===== src/rtl/myriadrf_pkg.sv =====
// Shared MyriadRF types and constants for the RX framer and TX deframer.
package myriadrf_pkg;

  localparam int unsigned DIQ_W    = 12;
  localparam int unsigned SAMPLE_W = 24;

  typedef enum logic [1:0] {
    RXF_IDLE   = 2'd0,
    RXF_WAIT_I = 2'd1,
    RXF_WAIT_Q = 2'd2
  } rxf_state_e;

  // I lands in the upper half unless swapped.
  function automatic logic [SAMPLE_W-1:0] pack_sample(
    input logic [DIQ_W-1:0] i_word,
    input logic [DIQ_W-1:0] q_word,
    input logic             swap
  );
    return swap ? {q_word, i_word} : {i_word, q_word};
  endfunction

endpackage


===== src/rtl/myriadrf_sync_fifo.sv =====
// Registered first-word-fall-through FIFO; the head sample lives in a read register.
module myriadrf_sync_fifo #(
  parameter int unsigned WIDTH = 24,
  parameter int unsigned AW    = 2
) (
  input  logic             clk,
  input  logic             rst,
  input  logic             push_i,
  input  logic             pop_i,
  input  logic [WIDTH-1:0] wdata_i,
  output logic [WIDTH-1:0] rdata_o,
  output logic             full_o,
  output logic             empty_o
);

  localparam int unsigned DEPTH = 1 << AW;
  localparam int unsigned CW    = AW + 1;

  logic [WIDTH-1:0] r_mem [DEPTH];
  logic [AW-1:0]    r_wr_ptr;
  logic [AW-1:0]    r_rd_ptr;
  logic [CW-1:0]    r_count;
  logic [WIDTH-1:0] r_dout;
  logic             r_valid;

  logic             w_full;
  logic             w_push;
  logic             w_pop;
  logic [AW-1:0]    w_rd_ptr_nxt;
  logic [CW-1:0]    w_count_left;
  logic [CW-1:0]    w_count_nxt;

  assign w_full  = (r_count == CW'(DEPTH));
  assign w_pop   = pop_i & r_valid;
  assign w_push  = push_i & (~w_full | w_pop);

  always_comb begin
    w_count_left = r_count - CW'(w_pop);
    w_count_nxt  = w_count_left + CW'(w_push);
    w_rd_ptr_nxt = r_rd_ptr + AW'(w_pop);
  end

  always_ff @(posedge clk) begin
    if (w_push) r_mem[r_wr_ptr] <= wdata_i;
  end

  // Head register: bypass the write when the pushed word becomes the new head.
  always_ff @(posedge clk) begin
    if (rst) begin
      r_wr_ptr <= '0;
      r_rd_ptr <= '0;
      r_count  <= '0;
      r_dout   <= '0;
      r_valid  <= 1'b0;
    end else begin
      r_wr_ptr <= r_wr_ptr + AW'(w_push);
      r_rd_ptr <= w_rd_ptr_nxt;
      r_count  <= w_count_nxt;
      r_valid  <= (w_count_nxt != '0);
      if (w_push && (w_count_left == '0)) begin
        r_dout <= wdata_i;
      end else if (w_count_left != '0) begin
        r_dout <= r_mem[w_rd_ptr_nxt];
      end
    end
  end

  assign rdata_o = r_dout;
  assign full_o  = w_full;
  assign empty_o = ~r_valid;

endmodule


===== src/rtl/myriadrf_rx_framer.sv =====
// Pairs interleaved LMS6002D DIQ words into 24-bit samples, queues them and
// tracks overflow / framing status.
module myriadrf_rx_framer
  import myriadrf_pkg::*;
#(
  parameter int unsigned FIFO_AW = 2,
  parameter int unsigned OVF_CW  = 16
) (
  input  logic                clk,
  input  logic                rst,
  input  logic                rx_en_i,
  input  logic                swap_iq_i,
  input  logic [DIQ_W-1:0]    diq_i,
  input  logic                iqsel_i,
  output logic [SAMPLE_W-1:0] m_data_o,
  output logic                m_valid_o,
  input  logic                m_ready_i,
  output logic                ovf_o,
  output logic [OVF_CW-1:0]   ovf_cnt_o,
  output logic                sync_err_o,
  input  logic                stat_clr_i
);

  rxf_state_e          r_state;
  rxf_state_e          w_state_nxt;
  rxf_state_e          w_state_eff;
  logic [DIQ_W-1:0]    r_i_reg;
  logic                r_ovf;
  logic [OVF_CW-1:0]   r_ovf_cnt;
  logic                r_sync_err;

  logic                w_i_latch;
  logic                w_pair;
  logic                w_sync_evt;
  logic                w_full;
  logic                w_empty;
  logic                w_pop;
  logic                w_drop;
  logic [SAMPLE_W-1:0] w_sample;

  always_ff @(posedge clk) begin
    if (rst) r_state <= RXF_IDLE;
    else     r_state <= w_state_nxt;
  end

  // The enabling cycle's word is treated as if already in WAIT_I.
  always_comb begin
    w_state_nxt = r_state;
    w_i_latch   = 1'b0;
    w_pair      = 1'b0;
    w_sync_evt  = 1'b0;
    w_state_eff = (r_state == RXF_IDLE) ? RXF_WAIT_I : r_state;
    if (!rx_en_i) begin
      w_state_nxt = RXF_IDLE;
    end else begin
      case (w_state_eff)
        RXF_WAIT_Q: begin
          if (iqsel_i) begin
            w_i_latch   = 1'b1;
            w_sync_evt  = 1'b1;
            w_state_nxt = RXF_WAIT_Q;
          end else begin
            w_pair      = 1'b1;
            w_state_nxt = RXF_WAIT_I;
          end
        end
        default: begin
          if (iqsel_i) begin
            w_i_latch   = 1'b1;
            w_state_nxt = RXF_WAIT_Q;
          end else begin
            w_sync_evt  = 1'b1;
            w_state_nxt = RXF_WAIT_I;
          end
        end
      endcase
    end
  end

  always_ff @(posedge clk) begin
    if (rst)            r_i_reg <= '0;
    else if (w_i_latch) r_i_reg <= diq_i;
  end

  assign w_sample = pack_sample(r_i_reg, diq_i, swap_iq_i);
  assign w_pop    = ~w_empty & m_ready_i;
  assign w_drop   = w_pair & w_full & ~w_pop;

  myriadrf_sync_fifo #(
    .WIDTH (SAMPLE_W),
    .AW    (FIFO_AW)
  ) u_fifo (
    .clk     (clk),
    .rst     (rst),
    .push_i  (w_pair),
    .pop_i   (w_pop),
    .wdata_i (w_sample),
    .rdata_o (m_data_o),
    .full_o  (w_full),
    .empty_o (w_empty)
  );

  // Clear wins over any same-cycle set or increment.
  always_ff @(posedge clk) begin
    if (rst || stat_clr_i) begin
      r_ovf      <= 1'b0;
      r_ovf_cnt  <= '0;
      r_sync_err <= 1'b0;
    end else begin
      if (w_drop) begin
        r_ovf <= 1'b1;
        if (r_ovf_cnt != '1) r_ovf_cnt <= r_ovf_cnt + OVF_CW'(1);
      end
      if (w_sync_evt) r_sync_err <= 1'b1;
    end
  end

  assign m_valid_o  = ~w_empty;
  assign ovf_o      = r_ovf;
  assign ovf_cnt_o  = r_ovf_cnt;
  assign sync_err_o = r_sync_err;

endmodule


===== config.mk =====
export PLATFORM = sky130hd
export DESIGN_NAME = myriadrf_rx_framer
export DESIGN_NICKNAME = d
export VERILOG_FILES = /design/src/rtl/myriadrf_pkg.sv /design/src/rtl/myriadrf_sync_fifo.sv /design/src/rtl/myriadrf_rx_framer.sv
export SDC_FILE = /design/constraint.sdc
export NUM_CORES = 1
export LEC_CHECK = 0
export ABC_CLOCK_PERIOD_IN_PS = 3600
export BUFFER_PORTS_ARGS = -buffer_cell sky130_fd_sc_hd__buf_2
export CELL_PAD_IN_SITES_DETAIL_PLACEMENT = 2
export CELL_PAD_IN_SITES_GLOBAL_PLACEMENT = 2
export CORE_ASPECT_RATIO = 0.8
export CORE_MARGIN = 8
export CORE_UTILIZATION = 38
export DETAILED_ROUTE_END_ITERATION = 12
export GPL_ROUTABILITY_DRIVEN = 0
export PLACE_DENSITY = 0.73
export SKIP_CTS_REPAIR_TIMING = 1
export SYNTH_ARGS = -nofsm -noshare
export SYNTH_HDL_FRONTEND = slang
export SYNTH_SLANG_ARGS = --single-unit

===== constraint.sdc =====
create_clock -name clk -period 3.6 [get_ports clk]
set_clock_uncertainty 0.2 [all_clocks]
set_input_delay 0.72 -clock clk [delete_from_list [all_inputs] [get_ports clk]]
set_output_delay 0.72 -clock clk [all_outputs]
set_load 0.01 [all_outputs]

==> results of run 1 <==
[cells by family after synthesis]
| kind of cell | after synthesis |
|---|---|
| buf+inv | 33 |
| compound gates | 97 |
| xor+xnor | 16 |
| mux | 72 |
| flops | 160 |
| fa+ha+maj | 8 |
| simple gates | 103 |
[worst paths after layout]
check | slack (ns) | cells after the start | endpoint
worst max-delay path | 0.91 | 9 | u_fifo.rdata_o[2]
worst min-delay path | 0.27 | 2 | r_i_reg[2]
worst max register to register | 0.95 | 8 | u_fifo.rdata_o[2]
worst min register to register | 0.27 | 2 | r_i_reg[2]
[layout by cell type, fill, tap and decap left out, drive strengths merged, types with 4 or more instances in the layout]
| cell type | count |
|---|---|
| nor3 | 5 |
| a21oi | 41 |
| nand2 | 36 |
| xnor2 | 13 |
| mux2i | 48 |
| nor2b | 6 |
| buf | 71 |
| nand4 | 5 |
| nand3 | 5 |
| ha | 8 |
| edfxtp | 96 |
| dfxtp | 64 |
| a22oi | 24 |
| inv | 8 |
| and3 | 4 |
| nor4 | 4 |
| clkinv | 4 |
| mux2 | 24 |
| clkbuf | 22 |
| o22a | 24 |
| nor2 | 26 |
[power by group]
| group | internal, uW | switching (uW) |
|---|---|---|
| sequential | 2110 | 146 |
| combinational | 533 | 822 |
| clock | 1060 | 736 |
| total | 3710 | 1700 |
[area by class of cell]
cell class	count	area [um^2]	share of cell area
repair buffers	71	392.9	0.04945
flip-flops and latches	160	4164	0.5241
inverters	6	25.02	0.003150
clock buffers	22	465.4	0.05858
clock inverters	10	110.1	0.01386
multi-input cells	296	2506	0.3154
well taps	225	281.5	0.03543
[metrics by stage]
| step | power (uW) | setup slack, ns | hold slack, ns |
|---|---|---|---|
| finish | 5411 | 0.9068 | 0.2701 |
| global placement | 3607 | 0.6603 | 0.2498 |
| detailed placement | 3658 | 0.5408 | 0.2650 |
| global route | 5640 | 0.7392 | 0.3079 |
| CTS | 5475 | 0.8924 | 0.2748 |
| floorplan | 3215 | 0.1326 | 0.2434 |
[metal layers]
| layer | track usage | wire length (um) | up-vias |
|---|---|---|---|
| li1 | - | - | 1955 |
| met1 | 0.2022 | 8414 | 2285 |
| met4 | 0.04745 | 212 | 0 |
| met2 | 0.2892 | 9157 | 70 |
| met3 | 0.04379 | 610 | 17 |
| met5 | 0 | 0 | - |
[critical path: cells and delay by family]
kind            cells  cell delay (ns)
simple gates        3             0.93
fa+ha+maj           2             0.38
compound gates      2             0.39
xor+xnor            1             0.29
buf+inv             1             0.12
==> results.json, run 1 <==
{
  "status": "finished, final reports clean",
  "numCtsBuffers": 17,
  "largest_reg_flops": 96,
  "dieArea_mm2": 0.02248,
  "synthSimpleGateAreaFrac": 0.09210,
  "min_period_ns": 2.693,
  "grt_usage": 0.1669,
  "port_buffers": 61,
  "yosys_warnings": 0,
  "synthMuxAreaShare": 0.1103,
  "final_area_mm2": 0.007945,
  "cp.required_ns": 3.76,
  "antenna_cells": 0,
  "synth_xor_area_frac": 0.02059,
  "p_leak_uw": 0.002725,
  "area_delta_synth_final_pct": 16.73,
  "io_pins": 62,
  "netlist-cell-type-count": 50,
  "peakVddDrop_mv": 0.3692,
  "grt_overflow": 0,
  "grt_pass1_vias": 4889,
  "synth_edf_count": 96,
  "yosysMostFrequentCell": "edfxtp_1",
  "grt_setup_unrepaired": "no",
  "cp.arrival_ns": 2.85,
  "synthAdderAreaFrac": 0.01471,
  "start_kind": "input port",
  "synth-compound-area-share": 0.1246,
  "hold_violations": 0,
  "syn_nets": 516,
  "synthTopCellsByArea": "edfxtp_1 42%, dfxtp_1 19%, mux2i_1 7.1%",
  "routedWlPerCell_um": 23.28,
  "cts_tree": "done",
  "holdCritStartpoint": "r_i_reg[2]",
  "max_stage_delay_ns": 0.54,
  "worstSetupStartpoint": "m_ready_i",
  "critPathSlowestCell": "nor2_8",
  "synth_top_area_frac": 0.4235,
  "path_class": "in -> reg",
  "crit_chain": "buf_2, and2_1, ha_1, ha_1, xnor2_1, nand3_2, nor2_8, a22oi_1, a21oi_1",
  "ys_ff_latch": 160,
  "grt_max_degree": 50,
  "slew_viol_final": 0,
  "dp.cells": 758,
  "synth_common_cells": "96 x edfxtp_1, 64 x dfxtp_1, 48 x mux2i_1",
  "grt_pass1_wl_um": 28800,
  "p_per_area_mw_per_mm2": 681.1,
  "avgSynthCellArea_um2": 13.92,
  "fp.dieH_um": 135.7,
  "clk_pin_slew_ns": 0.06,
  "routed_wl_um": 18390,
  "drive_above_1_share": 0.3345,
  "slew_headroom": 0.5835,
  "largest-register": "u_fifo.r_mem",
  "post-route-period-util": 0.7481,
  "row_count": 43,
  "core_mm2": 0.01743,
  "drtIter0Drc": 173,
  "cts.path.max_buffers": 2,
  "initial_core_util": 0.3905,
  "fin_cells": 790,
  "cp-end-kind": "register",
  "max_freq_mhz": 371.3,
  "hold_class": "reg -> reg",
  "syn_area_mm2": 0.006807,
  "synth_area_leader_cell": "edfxtp_1",
  "postSynthCellCount": 489,
  "fill_cells": 1735,
  "worst_pin_slew_ns": 0.6247,
  "cpMostUsedCell": "ha_1",
  "die_x_um": 165.6,
  "place_hpwl_um": 11230,
  "nets": 579,
  "via_per_inst": 5.477,
  "post_dp_cell_area_mm2": 0.007370,
  "worstReg2RegStart": "u_fifo.r_valid",
  "fin_util": 0.4558,
  "crit_fanout": 24,
  "synthArstFlopShare": 0,
  "antenna_found_initial": 0,
  "drt_first_pass_iters": 4,
  "finalSetupViolations": 0,
  "detail-route-antenna-nets": 0,
  "clk_latency_ns": 0.43,
  "htreeDepth": 4,
  "cap_viol_max_count": 0,
  "cts-root-buf": "clkbuf_16",
  "ys_seq_area_frac": 0.6118,
  "synth_top_family_by_area": "compound AO/OA/AOI/OAI gates",
  "synth_flop_cell": "edfxtp_1",
  "num_vias": 4327,
  "tns_ns": 0,
  "drc": 0,
  "cts_sinks": 160
}
Note: power is estimated with default switching activity, not from simulation.
==> run 2, diff against run 1 <==
- ABC_CLOCK_PERIOD_IN_PS: 3600 -> 2750
- CORE_UTILIZATION: 38 -> 42
- PLACE_DENSITY: 0.73 -> 0.76
- clock period: 3.6 -> 2.75 ns (I/O delays scaled with it)
==> run 2 against run 1 <==
Critical path type is now reg -> reg. Final cell count down 0.76%. Via count shrank 0.28%. Worst setup slack got worse by 0.54 ns. Total power up 34%. Global-route usage up 2.3 points. First-iteration DRC count grew 1.7%. Register-to-register slack got worse by 0.58 ns. Combinational power rose by 50%. Wire length grew 0.16%. Sequential share of layout area is 0.72 points lower. Clock power rose by 25%. Die area shrank 8.5%.
==> results.json, run 2 (synthesis results as in run 1) <==
{
  "critPathSlowestCell": "dfxtp_1",
  "p_leak_uw": 0.002767,
  "fin_util": 0.5099,
  "nets": 583,
  "peakVddDrop_mv": 0.4526,
  "hold_class": "in -> reg",
  "cp.arrival_ns": 2.46,
  "switching_share": 0.3174,
  "power_frac_seq": 0.409,
  "grt_usage": 0.1902,
  "io_pins": 62,
  "grt-busiest-layer": "met2",
  "place_hpwl_um": 11190,
  "num_vias": 4315,
  "routedWlPerCell_um": 23.50,
  "met2_usage": 0.3269,
  "hold_violations": 0,
  "port_buffers": 61,
  "antenna_found_initial": 0,
  "grt_pass1_vias": 4954,
  "numCtsBuffers": 17,
  "cap_viol_max_count": 0,
  "grt_max_degree": 50,
  "cts.path.max_buffers": 2,
  "path_class": "reg -> reg",
  "fp.dieH_um": 129.9,
  "htreeDepth": 4,
  "tns_ns": 0,
  "post-route-period-util": 0.8672,
  "routed_wl_um": 18420,
  "row_count": 41,
  "worst_pin_slew_ns": 0.7013,
  "min_period_ns": 2.385,
  "cp.required_ns": 2.83,
  "p_per_area_mw_per_mm2": 897.2,
  "slew_viol_final": 0,
  "finalSetupViolations": 0,
  "clk_pin_slew_ns": 0.06,
  "combPwrFrac": 0.280,
  "final_cell_mix": "96 x edfxtp_1, 64 x dfxtp_1, 61 x buf_2",
  "largest-register": "u_fifo.r_mem",
  "max_freq_mhz": 419.3,
  "grt_pass1_wl_um": 28950,
  "core_mm2": 0.01580,
  "cts-root-buf": "clkbuf_16",
  "antenna_cells": 0,
  "detail-route-antenna-nets": 0,
  "crit_fanout": 24,
  "drtIter0Drc": 176,
  "clk_latency_ns": 0.43,
  "drt_first_pass_iters": 4,
  "dieArea_mm2": 0.02056,
  "p_clk_frac": 0.312,
  "grt_overflow": 0,
  "cp-end-kind": "register",
  "cts_sinks": 160,
  "area_delta_synth_final_pct": 18.36,
  "met3_usage": 0.04693,
  "intPower_uw": 4934,
  "grt_setup_unrepaired": "no",
  "switchingPower_uw": 2294,
  "initial_core_util": 0.4308,
  "start_kind": "register",
  "cts_tree": "done",
  "final_common_cell": "edfxtp_1",
  "largest_reg_flops": 96,
  "slew_headroom": 0.5325,
  "die_x_um": 158.3,
  "grt_util_met1": 0.2317,
  "max_stage_delay_ns": 0.34,
  "crit_chain": "and2_1, ha_1, ha_1, xnor2_1, nand3_2, nand2_1, buf_12, o22a_1, a21oi_2",
  "drc": 0,
  "drive_above_1_share": 0.3409,
  "via_per_inst": 5.504,
  "status": "finished, final reports clean",
  "fill_cells": 1555,
  "cpMostUsedCell": "ha_1"
}
[run 2: cell types whose count changed in the layout (fill, tap and decap cells not counted), sizes merged]
cell and delta:
clkinv +2, clkinvlp -1, bufinv -1, buf +4
[run 2: metrics by stage]
stage | instance area [um^2] | power [uW] | setup WS, ns | hold WS [ns] | instances
detailed placement | 7506 | 5019 | 0.09909 | 0.2645 | 752
finish | 8056 | 7228 | 0.3652 | 0.1439 | 784
CTS | 8056 | 7326 | 0.3395 | 0.1236 | 784
global route | 8056 | 7532 | 0.2128 | 0.1445 | 784
global placement | 7506 | 4922 | 0.1967 | 0.2493 | 752
floorplan | 6819 | 4208 | 0.1501 | 0.2434 | 489
[run 2: final cells by class]
type	count	area, um^2	area share
clock buffer	22	464.2	0.05762
clock inverter	10	86.33	0.01072
inverter	6	25.02	0.003106
multi-input combinational	296	2512	0.3118
sequential	160	4164	0.5168
tap	215	269.0	0.03339
timing repair buffer	75	535.5	0.06647
[run 2: power groups by stage]
stage	clock network [uW]	logic, uW	registers, uW
3_5_place_dp	0	2020	3000
2_1_floorplan	0	1170	3040
6_report	2250	2020	2950
5_1_grt	2380	2170	2980
4_1_cts	2300	2070	2960
3_3_place_gp	0	1940	2980
[run 2: final timing paths]
kind / start / to / slack (ns) / cells past startpoint
worst min-delay path: iqsel_i / r_state[0] / 0.14 / 2
worst max-delay path: u_fifo.r_valid / u_fifo.rdata_o[13] / 0.37 / 9
worst min register to register: r_i_reg[0] / r_i_reg[0] / 0.27 / 2
worst max register to register: u_fifo.r_valid / u_fifo.rdata_o[13] / 0.37 / 9
[run 2: routing by layer]
layer / vias to the layer above / routed length (um)
met5: - / 0
met4: 0 / 259
met3: 23 / 833
met2: 90 / 9516
met1: 2238 / 7813
li1: 1964 / -
[run 2: critical path, delay by kind of cell, from the launching register on]
kind | cells | cell delay, ns
AOI/OAI and AO/OA | 2 | 0.27
xor gates and xnor gates | 1 | 0.23
adders and majority gates | 2 | 0.38
buffers and inverters | 1 | 0.20
DFF | 1 | 0.34
and+or+nand+nor | 3 | 0.60
